### config.mk
export PLATFORM = sky130hd
export DESIGN_NAME = rf_wb_queue
export DESIGN_NICKNAME = d
export VERILOG_FILES = /design/src/rtl/rf_wb_queue.sv
export SDC_FILE = /design/constraint.sdc
export NUM_CORES = 1
export LEC_CHECK = 0
export CORE_ASPECT_RATIO = 0.6
export CORE_MARGIN = 2
export CORE_UTILIZATION = 56
export CTS_BUF_LIST = sky130_fd_sc_hd__clkbuf_8 sky130_fd_sc_hd__clkbuf_16
export DETAILED_ROUTE_END_ITERATION = 12
export PLACE_DENSITY = 0.92
export SLEW_MARGIN = 20
export SYNTH_ARGS = -nofsm -noshare
export SYNTH_HDL_FRONTEND = slang
export SYNTH_SLANG_ARGS = --single-unit
### constraint.sdc
create_clock -name clk -period 10.7 [get_ports clk]
set_input_delay 1.07 -clock clk [delete_from_list [all_inputs] [get_ports clk]]
set_output_delay 1.07 -clock clk [all_outputs]
set_load 0.01 [all_outputs]
### src/rtl/rf_wb_queue.sv
`default_nettype none
// ============================================================================
// Module      : rf_wb_queue
// Description : Write-back front end for the 16x16 register file. Merges the
//               load and ALU result streams into the single write port via a
//               small in-order queue, forwards pending write data to decode,
//               and sequences halt so the register dump follows the last write.
// Options     : RF_WB_FWD_EN - when defined, pending data is forwarded to the
//               decode read ports; when undefined, decode is interlocked via
//               stall until the matching write has retired.
// Revision    : 1.0 - initial release
// ============================================================================
module rf_wb_queue #(
    parameter int DEPTH  = 4,
    parameter int DATA_W = 16,
    parameter int ADDR_W = 4
) (
    input  logic                       clk,
    input  logic                       rst_n,
    input  logic                       ld_vld,
    input  logic [ADDR_W-1:0]          ld_addr,
    input  logic [DATA_W-1:0]          ld_data,
    input  logic                       alu_vld,
    input  logic [ADDR_W-1:0]          alu_addr,
    input  logic [DATA_W-1:0]          alu_data,
    output logic                       stall,
    input  logic [ADDR_W-1:0]          rd0_addr,
    input  logic [ADDR_W-1:0]          rd1_addr,
    output logic                       fwd0_hit,
    output logic [DATA_W-1:0]          fwd0_data,
    output logic                       fwd1_hit,
    output logic [DATA_W-1:0]          fwd1_data,
    input  logic                       hlt_in,
    output logic [ADDR_W-1:0]          dst_addr,
    output logic [DATA_W-1:0]          dst,
    output logic                       we,
    output logic                       hlt,
    output logic [$clog2(DEPTH):0]     count,
    output logic                       ovf
);

    localparam int c_PTR_W = $clog2(DEPTH);
    localparam int c_CNT_W = $clog2(DEPTH) + 1;

    typedef enum logic [1:0] {
        S_RUN    = 2'd0,
        S_DRAIN  = 2'd1,
        S_HALTED = 2'd2
    } state_t;

    state_t                 r_state;
    state_t                 w_state_nxt;

    logic [ADDR_W-1:0]      r_q_addr [DEPTH];
    logic [DATA_W-1:0]      r_q_data [DEPTH];
    logic [c_PTR_W-1:0]     r_wr_ptr;
    logic [c_PTR_W-1:0]     r_rd_ptr;
    logic [c_CNT_W-1:0]     r_count;
    logic [ADDR_W-1:0]      r_dst_addr;
    logic [DATA_W-1:0]      r_dst;
    logic                   r_we;
    logic                   r_ovf;

    logic                   w_accept;
    logic                   w_ld_req;
    logic                   w_alu_req;
    logic                   w_ld_push;
    logic                   w_alu_push;
    logic                   w_drop;
    logic                   w_pop;
    logic [c_CNT_W-1:0]     w_cnt_after_ld;
    logic [c_PTR_W-1:0]     w_alu_slot;
    logic                   w_hit0;
    logic                   w_hit1;
    logic                   w_interlock;

    // Per-slot view of the queue ordered oldest (0) to newest (DEPTH-1)
    logic                   w_slot_vld  [DEPTH];
    logic [ADDR_W-1:0]      w_slot_addr [DEPTH];

    // Results are refused entirely once halted; R0 writes are never queued.
    // Capacity is judged on the occupancy before this cycle's pop, ld first.
    assign w_accept       = (r_state != S_HALTED);
    assign w_ld_req       = ld_vld  && (ld_addr  != '0) && w_accept;
    assign w_alu_req      = alu_vld && (alu_addr != '0) && w_accept;
    assign w_ld_push      = w_ld_req && (r_count < c_CNT_W'(DEPTH));
    assign w_cnt_after_ld = r_count + c_CNT_W'(w_ld_push);
    assign w_alu_push     = w_alu_req && (w_cnt_after_ld < c_CNT_W'(DEPTH));
    assign w_drop         = (w_ld_req && !w_ld_push) || (w_alu_req && !w_alu_push);
    assign w_pop          = (r_count != '0);
    assign w_alu_slot     = r_wr_ptr + c_PTR_W'(w_ld_push);

    generate
        for (genvar i = 0; i < DEPTH; i++) begin : g_slot
            logic [c_PTR_W-1:0] w_idx;
            assign w_idx          = r_rd_ptr + c_PTR_W'(i);
            assign w_slot_vld[i]  = (c_CNT_W'(i) < r_count);
            assign w_slot_addr[i] = r_q_addr[w_idx];
        end
    endgenerate

    // Queue storage; only slots inside the valid window are ever observed
    always_ff @(posedge clk) begin
        if (w_ld_push) begin
            r_q_addr[r_wr_ptr] <= ld_addr;
            r_q_data[r_wr_ptr] <= ld_data;
        end
        if (w_alu_push) begin
            r_q_addr[w_alu_slot] <= alu_addr;
            r_q_data[w_alu_slot] <= alu_data;
        end
    end

    // Pointers, occupancy, registered write port and sticky overflow
    always_ff @(posedge clk) begin
        if (!rst_n) begin
            r_wr_ptr   <= '0;
            r_rd_ptr   <= '0;
            r_count    <= '0;
            r_dst_addr <= '0;
            r_dst      <= '0;
            r_we       <= 1'b0;
            r_ovf      <= 1'b0;
        end else begin
            r_wr_ptr <= r_wr_ptr + c_PTR_W'(w_ld_push) + c_PTR_W'(w_alu_push);
            r_count  <= r_count + c_CNT_W'(w_ld_push) + c_CNT_W'(w_alu_push)
                        - c_CNT_W'(w_pop);
            r_we     <= w_pop;
            if (w_pop) begin
                r_dst_addr <= r_q_addr[r_rd_ptr];
                r_dst      <= r_q_data[r_rd_ptr];
                r_rd_ptr   <= r_rd_ptr + 1'b1;
            end
            if (w_drop) begin
                r_ovf <= 1'b1;
            end
        end
    end

    // Halt state register
    always_ff @(posedge clk) begin
        if (!rst_n) begin
            r_state <= S_RUN;
        end else begin
            r_state <= w_state_nxt;
        end
    end

    // Halt next-state: drain completes only when nothing is queued, in the
    // output register, or arriving this cycle
    always_comb begin
        w_state_nxt = r_state;
        case (r_state)
            S_RUN: begin
                if (hlt_in) begin
                    w_state_nxt = S_DRAIN;
                end
            end
            S_DRAIN: begin
                if ((r_count == '0) && !r_we && !w_ld_push && !w_alu_push) begin
                    w_state_nxt = S_HALTED;
                end
            end
            S_HALTED: begin
                w_state_nxt = S_HALTED;
            end
            default: begin
                w_state_nxt = S_RUN;
            end
        endcase
    end

    // Pending-write match for each read port (output register or any slot)
    always_comb begin
        w_hit0 = r_we && (r_dst_addr == rd0_addr);
        w_hit1 = r_we && (r_dst_addr == rd1_addr);
        for (int i = 0; i < DEPTH; i++) begin
            if (w_slot_vld[i] && (w_slot_addr[i] == rd0_addr)) begin
                w_hit0 = 1'b1;
            end
            if (w_slot_vld[i] && (w_slot_addr[i] == rd1_addr)) begin
                w_hit1 = 1'b1;
            end
        end
        if (rd0_addr == '0) begin
            w_hit0 = 1'b0;
        end
        if (rd1_addr == '0) begin
            w_hit1 = 1'b0;
        end
    end

`ifdef RF_WB_FWD_EN
    logic [DATA_W-1:0]      w_slot_data [DEPTH];
    logic [DATA_W-1:0]      w_data0;
    logic [DATA_W-1:0]      w_data1;

    generate
        for (genvar i = 0; i < DEPTH; i++) begin : g_slot_data
            assign w_slot_data[i] = r_q_data[g_slot[i].w_idx];
        end
    endgenerate

    // Forwarded data: youngest match wins, so scan oldest-to-newest after
    // the output register and let later matches override earlier ones
    always_comb begin
        w_data0 = '0;
        w_data1 = '0;
        if (r_we && (r_dst_addr == rd0_addr)) begin
            w_data0 = r_dst;
        end
        if (r_we && (r_dst_addr == rd1_addr)) begin
            w_data1 = r_dst;
        end
        for (int i = 0; i < DEPTH; i++) begin
            if (w_slot_vld[i] && (w_slot_addr[i] == rd0_addr)) begin
                w_data0 = w_slot_data[i];
            end
            if (w_slot_vld[i] && (w_slot_addr[i] == rd1_addr)) begin
                w_data1 = w_slot_data[i];
            end
        end
        if (!w_hit0) begin
            w_data0 = '0;
        end
        if (!w_hit1) begin
            w_data1 = '0;
        end
    end

    assign fwd0_hit    = w_hit0;
    assign fwd1_hit    = w_hit1;
    assign fwd0_data   = w_data0;
    assign fwd1_data   = w_data1;
    assign w_interlock = 1'b0;
`else
    assign fwd0_hit    = 1'b0;
    assign fwd1_hit    = 1'b0;
    assign fwd0_data   = '0;
    assign fwd1_data   = '0;
    assign w_interlock = w_hit0 || w_hit1;
`endif

    assign stall    = (r_count > c_CNT_W'(DEPTH - 2)) || (r_state == S_HALTED) || w_interlock;
    assign hlt      = (r_state == S_HALTED);
    assign dst_addr = r_dst_addr;
    assign dst      = r_dst;
    assign we       = r_we;
    assign count    = r_count;
    assign ovf      = r_ovf;

endmodule
`default_nettype wire

### Yosys cells after proc, flatten, opt, wreduce, memory -nomap -nowiden

Memory sizes are Yosys's and may differ from the RTL's. A register that Yosys moved wholly into a read port is not among the register bits.
Index checks and enable logic that the tools add are counted.

| cells by class | value |
|---|---|
| order comparisons | 7 |
| divide/modulo/power cells | 0 |
| eq/ne operators | 15 |
| add/subtract/negate cells | 8 |
| multipliers | 0 |
| shift-type cells | 0 |
| bitwise gates (word level) | 0 |
| multiplexer cells | 19 |
| reductions and logical operators | 37 |

Operator list:

| operator | count |
|---|---|
| equality test 4 bit | 10 |
| logical AND 1 bit | 21 |
| 2-to-1 mux 1 bit | 14 |
| zero test 4 bit | 2 |
| 2-to-1 mux 2 bit | 4 |
| nonzero test 4 bit | 2 |
| adder 3 x 1 -> 3 bit | 2 |
| less-than comparator 1 x 3 -> 1 bit (first input constant) | 2 |
| less-than comparator 2 x 3 -> 1 bit (first input constant) | 2 |
| less-than comparator 3 bit (second input constant) | 2 |
| != test 2 bit (second input constant) | 3 |
| case mux 2 bit (3 select lines) | 1 |
| adder 2 x 1 -> 2 bit | 2 |
| adder 2 bit (second input constant) | 2 |
| zero test 1 bit | 4 |
| logical OR 1 bit | 4 |
| > comparator 3 x 2 -> 1 bit (second input constant) | 1 |
| zero test 3 bit | 1 |
| nonzero test 3 bit | 1 |
| subtractor 3 x 1 -> 3 bit | 1 |
| adder 2 x 1 -> 2 bit (second input constant) | 1 |
| equality test 2 x 1 -> 1 bit (second input constant) | 1 |
| equality test 2 bit (second input constant) | 1 |
| zero test 2 bit | 1 |
| AND reduction 2 bit | 1 |

| storage, ports and cells | value |
|---|---|
| ROM bits | 0 |
| bits in latches | 0 |
| memory bits (writable) | 80 |
| output and inout bits | 61 |
| bits of input ports | 53 |
| flip-flop bits (word level) | 15 |
| memories | 2 |
| logic and storage cells | 95 |

Memories:

| memory | depth | width | rd ports | clocked after Yosys merged registers in | wr ports | RTL line | source |
|---|---|---|---|---|---|---|---|
| r_q_data | 4 | 16 | 1 | 1 | 2 | 55 | `logic [DATA_W-1:0] r_q_data [DEPTH];` |
| r_q_addr | 4 | 4 | 4 | 1 | 2 | 54 | `logic [ADDR_W-1:0] r_q_addr [DEPTH];` |

### Depth between registers and ports, before layout

Gate-level depths: netlist of the first run.

| logic depth | value |
|---|---|
| word-level depth | 11 |
| depth in mapped cells | 13 |

### Worst setup path before layout of the first run

OpenSTA, ideal clock, no wires.

| timing | value |
|---|---|
| path type | input port to flip-flop |
| start | input port ld_addr[1] |
| end | memory r_q_addr[2][0], enable pin |
| path buffers | 1 |
| setup slack | 6.460 ns |
| stages on the path | 9 |
| setup time | 0.405 ns |
| arrival | 3.836 ns |
| required time | 10.295 ns |
| cells stage by stage | nor4_1 > nor4b_1 > ha_1 > ha_1 > xnor2_1 > nor4bb_1 > buf_2 > nand2_1 > o22ai_1 |

RTL lines:

| what | RTL line | source |
|---|---|---|
| start, declared | 21 | `input logic [ADDR_W-1:0] ld_addr,` |
| end, declared | 54 |  |

==> impl_metrics.toml, run 1 <==
[status]
status = "completed"

[cells_and_area]
regArea_um2 = 3064
syn_to_final_growth_pct = 21.65
finalNetCount = 621
layout-drive-gt1-share_pct = 26.27
final_area_um2 = 7775
num_antenna_cells = 0
multi_input_area_um2 = 3028
fillers = 716

[place]
io_buffers = 79
place_congestion = 0.8400
post_dp_cell_area_um2 = 7089
hpwl_mm = 9.923
post-place-ws_ns = 4.039

[global_routing]
grt_max_degree = 33
antenna_found_initial = 0
grt_pass1_wl_mm = 23.05
grt_pass1_vias = 4230
overflow = 0
grtUsageTotal_pct = 25.58

[worst_setup_path]
crit_path_start = "ld_addr[2]"
r2r_cells = 9
crit_path_end_kind = "flip-flop"
cp_slowest_cell = "nor4bb_2"
cp.depth = 9
worst-setup-path-type = "in2reg"
critPathRequiredTime_ns = 10.73
crit_path_cell_trace = "clkdlybuf4s50_1 > nor4_1 > nor4b_1 > ha_1 > ha_1 > xnor2_1 > nor4bb_2 > nand3_2 > o21ai_2"
crit_fanout = 21
path_buf_inv = 1
worst_setup_path_start_kind = "input port"
critPathTopFamily = "simple AND/OR/NAND/NOR gates"
r2r-start = "r_state[0]"
r2r-end = "r_q_data[1][10]"
cpPeakStageDelay_ns = 0.87
arrival_ns = 5.54
crit_path_frequent_cell = "ha_1"
cp-endpoint = "r_q_data[1][10]"
rrSetupSlack_ns = 5.68

[logic_synthesis]
ys_seq_area_share_pct = 47.92
synth_area_leaders = "edfxtp_1, mux2_2, dfxtp_1"
post-synth-top-count-cell = "edfxtp_1"
synth_area_um2 = 6391
synthTopCellsByCount = "edfxtp_1, mux2_2, nand2_1, buf_4, dfxtp_1"
ys_ff_latch = 113
avgSynthCellArea_um2 = 13.10
ys_warn_count = 0
ys_types = 45
synth_ff_type = "edfxtp_1"
synth_top_area_share_pct = 37.59
netlist_instances = 488
yosys.area.top_type = "edfxtp_1"
synth-edff-count = 80
async_flop_share_pct = 0

[route]
drt_iter0_markers = 347
postRouteAntennaNets = 0
avgViaCountPerCell = 6.027
firstDrtPassIters = 5
vias = 4309
remaining_drc_errors = 0
avgRoutedWirePerCell_um = 21.39
drt-total-wl_mm = 15.30

[timing]
fmax_ghz = 0.1815
setup_ws_ns = 5.192
fin_tns_setup_ns = 0
tightestPinTransition_ns = 1.124
finalCriticalPeriod_ns = 5.508
slew_headroom_pct = 25.04
drv_slew = 0
finalHoldViolCount = 0
fin_crit_sh_pct = 51.48
setup_viol_count_final = 0
clock-skew-final_ns = 0.004982
rsz0062_at_grt = "no"

[cts]
clock-sinks = 113
clkLatencyLatePin_ns = 0.42
cts_max_level = 4
cts_buffers = 17
clk_pin_slew_worst_paths_ns = 0.05
root_buffer = "clkbuf_16"
cts_tree = "built"
cts_hold_buf = 0
clockBufferDepth = 2
cts_resized = 0
cts_setup_buffers = 0

[floorplan]
start_util_pct = 56.95
fp.dieW_um = 141.9
dieArea_um2 = 12310
io_pins = 114
rows = 30
die_h_um = 86.75
core_area_um2 = 11220

[hold_path]
holdCritPathClass = "reg2reg"

[pwr]
ir_drop_v = 0.0001446
p_leak_uw = 0.002774
power_density_nw_per_um2 = 295.7

[run]
maxCapViolCount = 0
==> cell usage in the layout (no fill, tap or decap), types with 8 or more instances in the layout <==
cell	synthesis	layout
a21oi_1	26	26
clkbuf_16	0	17
ha_1	9	9
inv_1	12	13
conb_1	1	34
xnor2_1	20	20
mux4_2	22	22
mux2_2	79	79
dfxtp_1	33	32
mux4_1	8	8
edfxtp_1	80	80
nor2_1	11	10
clkdlybuf4s50_1	0	79
xor2_1	18	18
nand2_1	45	45
==> sequential cells by signal, indices dropped and copies added, names as in the netlist, named ones only <==
name,cells
we,1
r_q_data,64
r_q_addr,16
r_rd_ptr,2
r_state,2
ovf,1
dst_addr,4
count,3
dst,16
r_wr_ptr,2
==> metal layers <==
metal	up-vias	track usage, %	wire length (µm)
li1	1903	-	-
met1	2148	33.65	6162
met2	234	40.38	7447
met3	24	7.514	1433
met4	0	10.55	252
met5	-	0	0
==> through the flow <==
step | total power, µW | utilization (%) | instances | hold slack, ns
floorplan | 1393 | - | 521 | 0.4761
global placement | 1620 | 63.17 | 682 | 0.4431
detailed placement | 1675 | 63.17 | 682 | 0.4463
CTS | 2283 | 68.77 | 714 | 0.4605
global route | 2403 | 69.28 | 715 | 0.4652
finish | 2299 | 69.28 | 715 | 0.4571
==> worst min-delay path, stage by stage (launching register included) <==
cell and delay (ns):
dfxtp_1 0.30, nand2_1 0.05, a21oi_1 0.05
==> power by group <==
part	switching [µW]	internal, µW
Combinational	448	462
Sequential	133	657
Clock	195	404
Total	776	1520
==> layout make-up <==
class | count | share of cell area, %
Tap cell | 144 | 2.317
Sequential cell | 113 | 39.41
Multi-Input combinational cell | 331 | 38.94
Inverter | 12 | 0.5793
Timing Repair Buffer | 83 | 10.65
Clock inverter | 12 | 2.092
Clock buffer | 20 | 6.003
==> cell families after synthesis <==
kind of cell | count (synthesis) | share of synthesized area [%]
DFF | 113 | 47.92
adders and majority gates | 10 | 2.075
other | 1 | 0.05868
muxes | 117 | 26.23
xor gates and xnor gates | 38 | 5.208
and+or+nand+nor | 93 | 7.224
buffers and inverters | 77 | 7.694
AOI/OAI and AO/OA | 39 | 3.583
==> worst min path at each step <==
stage	from	end	slack (ns)	cells after the start
after floorplan	dst[0]	dst[0]	0.48	2
after global placement	dst[5]	dst[5]	0.44	2
after detailed placement	dst[0]	dst[0]	0.45	2
after CTS	dst[14]	dst[14]	0.46	2
final	dst[10]	dst[10]	0.46	2
after global routing	dst[14]	dst[14]	0.47	2
Note: power is estimated with default switching activity, not from simulation.
==> run 2, diff against run 1 <==
--- a/config.mk
+++ b/config.mk
@@ -7,10 +7,10 @@
 export LEC_CHECK = 0
 export CORE_ASPECT_RATIO = 0.6
 export CORE_MARGIN = 2
-export CORE_UTILIZATION = 56
+export CORE_UTILIZATION = 53
 export CTS_BUF_LIST = sky130_fd_sc_hd__clkbuf_8 sky130_fd_sc_hd__clkbuf_16
 export DETAILED_ROUTE_END_ITERATION = 12
-export PLACE_DENSITY = 0.92
+export PLACE_DENSITY = 0.88
 export SLEW_MARGIN = 20
 export SYNTH_ARGS = -nofsm -noshare
 export SYNTH_HDL_FRONTEND = slang
==> constraint.sdc (replaced) <==
create_clock -name clk -period 5.1 [get_ports clk]
set_input_delay 0.51 -clock clk [delete_from_list [all_inputs] [get_ports clk]]
set_output_delay 0.51 -clock clk [all_outputs]
set_load 0.01 [all_outputs]
==> run 2 against run 1 <==
- routed wire length is 3.4% lower
- clock power is 79% higher
- first-iteration DRC count is 15% lower
- via count is 1.3% lower
- core utilization is 4.2 points lower
- total power is 100% higher
- combinational power is 110% higher
==> impl_metrics.toml, run 2 (same netlist as run 1, synthesis figures left out) <==
[floorplan]
rows = 31
die_h_um = 89.06
core_area_um2 = 11910
start_util_pct = 53.67
fp.dieW_um = 145.8
io_pins = 114
dieArea_um2 = 12980

[pwr]
p_leak_uw = 0.002797
power_frac_comb_pct = 41.7
ir_drop_v = 0.0002657
p_int_uw = 3041
power_switching_uw = 1573
power_uw = 4615
pwr-share-clk_pct = 23.2
sw_frac_of_total_pct = 34.10
p_seq_share_pct = 35.1
power_density_nw_per_um2 = 596.0

[cts]
cts_buffers = 17
clkLatencyLatePin_ns = 0.41
cts_resized = 0
cts_setup_buffers = 0
clock-sinks = 113
cts_max_level = 4
clockBufferDepth = 2
clk_pin_slew_worst_paths_ns = 0.05
cts_tree = "built"
cts_hold_buf = 0
root_buffer = "clkbuf_16"

[route]
vias = 4253
postRouteAntennaNets = 0
avgRoutedWirePerCell_um = 19.81
drt_iter0_markers = 295
drt-total-wl_mm = 14.78
avgViaCountPerCell = 5.701
firstDrtPassIters = 5
remaining_drc_errors = 0

[timing]
drv_slew = 0
finalHoldViolCount = 0
rsz0062_at_grt = "no"
tightestPinTransition_ns = 1.064
fin_crit_sh_pct = 75.18
finalCriticalPeriod_ns = 3.834
setup_ws_ns = 1.266
slew_headroom_pct = 29.01
fin_tns_setup_ns = 0
whs_ns = 0.4509
setup_viol_count_final = 0
fmax_ghz = 0.2608
clock-skew-final_ns = 0.005143

[worst_setup_path]
crit_fanout = 18
crit_path_frequent_cell = "o31ai_1"
crit_path_end_kind = "primary output"
critPathRequiredTime_ns = 4.59
cp_slowest_cell = "dfxtp_1"
path_buf_inv = 1
worst-setup-path-type = "reg2out"
cp.depth = 7
cpPeakStageDelay_ns = 0.78
worst_setup_path_start_kind = "flip-flop"
crit_path_cell_trace = "mux4_1 > xnor2_1 > o31ai_1 > o31ai_1 > nor4_1 > o211ai_1 > clkdlybuf4s50_1"
r2r_cells = 14
arrival_ns = 3.32
critPathTopFamily = "flip-flops"

[hold_path]
holdPathStages = 2
holdCritPathClass = "reg2reg"

[global_routing]
grt_pass1_wl_mm = 22.94
grt_pass1_vias = 4277
overflow = 0
grt_max_degree = 30
antenna_found_initial = 0
grtUsageTotal_pct = 23.62

[cells_and_area]
syn_to_final_growth_pct = 21.16
fillers = 867
final_cell_mix = "edfxtp_1, mux2_2, clkdlybuf4s50_1"
largest_reg_flops = 64
final_common_cell = "edfxtp_1"
top_register = "r_q_data"
layout-drive-gt1-share_pct = 26.21
finalNetCount = 630

[place]
post-place-ws_ns = 0.9844
hpwl_mm = 9.993
io_buffers = 79
place_congestion = 0.8678

[run]
maxCapViolCount = 0

[status]
status = "completed"
[run 2: cell types whose count changed in the layout (fill, tap and decap cells not counted), sizes merged]
cell      previous run  this run
buf                  4        13
clkinvlp             2         1
clkbuf              20        22
clkinv               5         3
bufinv               4         0
diode                0         1
inv                 13        18
[run 2: worst min-delay path: cells and delay by family, from the launching register on]
kind             cells  cell delay, ns
flip-flops           1            0.30
AO/OA/AOI/OAI        1            0.05
AND/OR/NAND/NOR      1            0.05
[run 2: power by group through the flow]
stage | logic [µW] | clock network (µW) | registers, µW
floorplan | 1360 | 0 | 1560
detailed placement | 1910 | 0 | 1630
finish | 1920 | 1070 | 1620
global placement | 1840 | 0 | 1600
global route | 2080 | 1120 | 1660
CTS | 1920 | 1080 | 1620
[run 2: final cells by class]
class / count / area, µm² / area share (%)
timing repair buffer: 92 / 888.4 / 11.47
inverter: 12 / 45.04 / 0.5817
sequential: 113 / 3064 / 39.57
antenna: 1 / 2.502 / 0.03232
multi-input combinational: 331 / 2987 / 38.57
clock buffer: 22 / 505.5 / 6.528
clock inverter: 10 / 45.04 / 0.5817
tap: 165 / 206.4 / 2.666
[run 2: layer usage]
| layer | up-vias | track usage, % | share of wire [%] | wire length (µm) |
|---|---|---|---|---|
| met5 | - | 0 | 0 | 0 |
| met3 | 28 | 5.612 | 8.8 | 1305 |
| li1 | 1904 | - | - | - |
| met2 | 208 | 38.72 | 48 | 7068 |
| met1 | 2113 | 31.14 | 42 | 6152 |
| met4 | 0 | 9.447 | 1.7 | 252 |
[run 2: metrics by stage]
step / cell area, µm² / std cells / utilization (%)
after floorplan: 6515 / 521 / -
after global placement: 7191 / 713 / 60.39
after detailed placement: 7191 / 713 / 60.39
after CTS: 7741 / 745 / 65.01
after global routing: 7741 / 745 / 65.01
final: 7744 / 746 / 65.03
[run 2: worst paths after layout]
path	startpoint	endpoint	slack (ns)
worst max-delay path	r_rd_ptr[1]	stall	1.27
worst min-delay path	dst[4]	dst[4]	0.45
worst min register to register	dst[4]	dst[4]	0.45
worst max register to register	r_state[0]	r_q_data[0][15]	1.46
==> run 3, diff against run 2 <==
--- a/config.mk
+++ b/config.mk
@@ -7,10 +7,10 @@
 export LEC_CHECK = 0
 export CORE_ASPECT_RATIO = 0.6
 export CORE_MARGIN = 2
-export CORE_UTILIZATION = 53
+export CORE_UTILIZATION = 48
 export CTS_BUF_LIST = sky130_fd_sc_hd__clkbuf_8 sky130_fd_sc_hd__clkbuf_16
 export DETAILED_ROUTE_END_ITERATION = 12
-export PLACE_DENSITY = 0.88
+export PLACE_DENSITY = 0.85
 export SLEW_MARGIN = 20
 export SYNTH_ARGS = -nofsm -noshare
 export SYNTH_HDL_FRONTEND = slang
==> constraint.sdc (replaced) <==
create_clock -name clk -period 3.1 [get_ports clk]
set_input_delay 0.31 -clock clk [delete_from_list [all_inputs] [get_ports clk]]
set_output_delay 0.31 -clock clk [all_outputs]
set_load 0.01 [all_outputs]
==> run 3 against run 2 <==
- routed wire length increased by 10%
- register-to-register slack got worse by 1.3 ns
- core utilization decreased by 1.2 points
- largest power group unchanged
- highest routed layer unchanged
==> impl_metrics.toml, run 3 (same netlist as run 1, synthesis figures left out) <==
[route]
firstDrtPassIters = 5
avgRoutedWirePerCell_um = 20.80
drt_iter0_markers = 334
avgViaCountPerCell = 5.663
vias = 4440
postRouteAntennaNets = 0
drt-total-wl_mm = 16.30
remaining_drc_errors = 0

[worst_setup_path]
arrival_ns = 3.19
critPathRequiredTime_ns = 3.27
critPathTopFamily = "buffers and inverters"
worst_setup_path_start_kind = "input port"
cp.depth = 13
crit_path_start = "ld_addr[3]"
rrSetupSlack_ns = 0.11
cp-endpoint = "r_q_addr[2][0]"
crit_path_cell_trace = "clkdlybuf4s50_1 > nor4_2 > buf_4 > nor4b_4 > ha_2 > ha_4 > xnor2_2 > nor4bb_4 > buf_4 > nand2_2 > nor2_4 > clkbuf_16 > mux2_2"
r2r-end = "r_q_addr[2][0]"
r2r-start = "r_state[0]"
crit_path_frequent_cell = "buf_4"
cpPeakStageDelay_ns = 0.51
cp_slowest_cell = "clkdlybuf4s50_1"
crit_fanout = 5
crit_path_end_kind = "flip-flop"
path_buf_inv = 4
worst-setup-path-type = "in2reg"
r2r_cells = 12

[cts]
cts_tree = "built"
clockBufferDepth = 2
cts_hold_buf = 0
cts_max_level = 4
root_buffer = "clkbuf_16"
clkLatencyLatePin_ns = 0.42
clk_pin_slew_worst_paths_ns = 0.06
cts_buffers = 17
clock-sinks = 113

[floorplan]
core_area_um2 = 12930
rows = 32
fp.dieW_um = 153.0
dieArea_um2 = 14280
start_util_pct = 49.42
die_h_um = 93.38
io_pins = 114

[hold_path]
holdCritPathClass = "reg2reg"
holdPathStages = 2

[run]
maxCapViolCount = 0

[timing]
whs_ns = 0.4507
setup_ws_ns = 0.08236
finalCriticalPeriod_ns = 3.018
clock-skew-final_ns = 0.009934
tightestPinTransition_ns = 0.5303
slew_headroom_pct = 64.35
drv_slew = 0
fmax_ghz = 0.3314
setup_viol_count_final = 0
fin_crit_sh_pct = 97.34
fin_tns_setup_ns = 0
finalHoldViolCount = 0

[cells_and_area]
num_antenna_cells = 0
final_cell_mix = "edfxtp_1, mux2_2, clkdlybuf4s50_1"
finalNetCount = 664
largest_reg_flops = 64
top_register = "r_q_data"
final_core_util_pct = 63.79
final_common_cell = "edfxtp_1"
syn_to_final_growth_pct = 29.07
layout-drive-gt1-share_pct = 32.90

[global_routing]
overflow = 0
antenna_found_initial = 0
grt_max_degree = 30
grt_pass1_vias = 4461
grt_pass1_wl_mm = 24.46
grtUsageTotal_pct = 22.81

[place]
post-place-ws_ns = -0.5756
io_buffers = 79
hpwl_mm = 10.80
place_congestion = 0.8826

[pwr]
ir_drop_v = 0.0005714
power_density_nw_per_um2 = 1004
p_leak_uw = 0.003012

[status]
status = "completed"
[run 3: layout make-up]
class	instances	area [µm²]
clock buffers	20	466.7
clock inverters	12	140.1
fillers	921	4683
inverters	12	45.04
multi-input cells	331	3060
flip-flops and latches	113	3073
well taps	170	212.7
repair buffers	126	1251
[run 3: worst min path at each step]
stage          endpoint     from  slack, ns
6_report        dst[15]  dst[15]       0.45
5_1_grt          dst[6]   dst[6]       0.47
3_3_place_gp     dst[4]   dst[4]       0.44
3_5_place_dp    dst[15]  dst[15]       0.45
2_1_floorplan  count[0]    rst_n       0.43
4_1_cts         dst[12]  dst[12]       0.45
[run 3: report_power, final]
part	internal (µW)	switching (µW)
logic	1880	1790
registers	2270	347
clock network	1310	681
[run 3: what timing repair did]
item,4_1_cts,5_1_grt
resized for setup,8,11
buffers inserted,0,6
setup endpoints to repair,113,73
gates cloned,0,3
pin swaps,1,3
[run 3: tightest hold or removal path: stages (launching register included)]
cell and delay (ns):
dfxtp_1 0.30, nand2_1 0.05, a21oi_1 0.05
[run 3: layer usage]
layer / vias to the layer above / wire (µm) / part of all wire [%] / global-route usage [%]
met4: 0 / 299 / 1.8 / 7.485
met1: 2186 / 7054 / 43 / 30.28
met2: 243 / 7574 / 46 / 36.10
li1: 1982 / - / - / -
met5: - / 0 / 0 / 0
met3: 29 / 1376 / 8.4 / 7.044
[run 3: through the flow]
step / std cells / area, µm² / total power (µW)
final: 784 / 8249 / 8279
after global routing: 784 / 8249 / 8695
after CTS: 775 / 8104 / 8133
after detailed placement: 743 / 7471 / 6092
after global placement: 743 / 7471 / 5906
after floorplan: 521 / 6563 / 4844
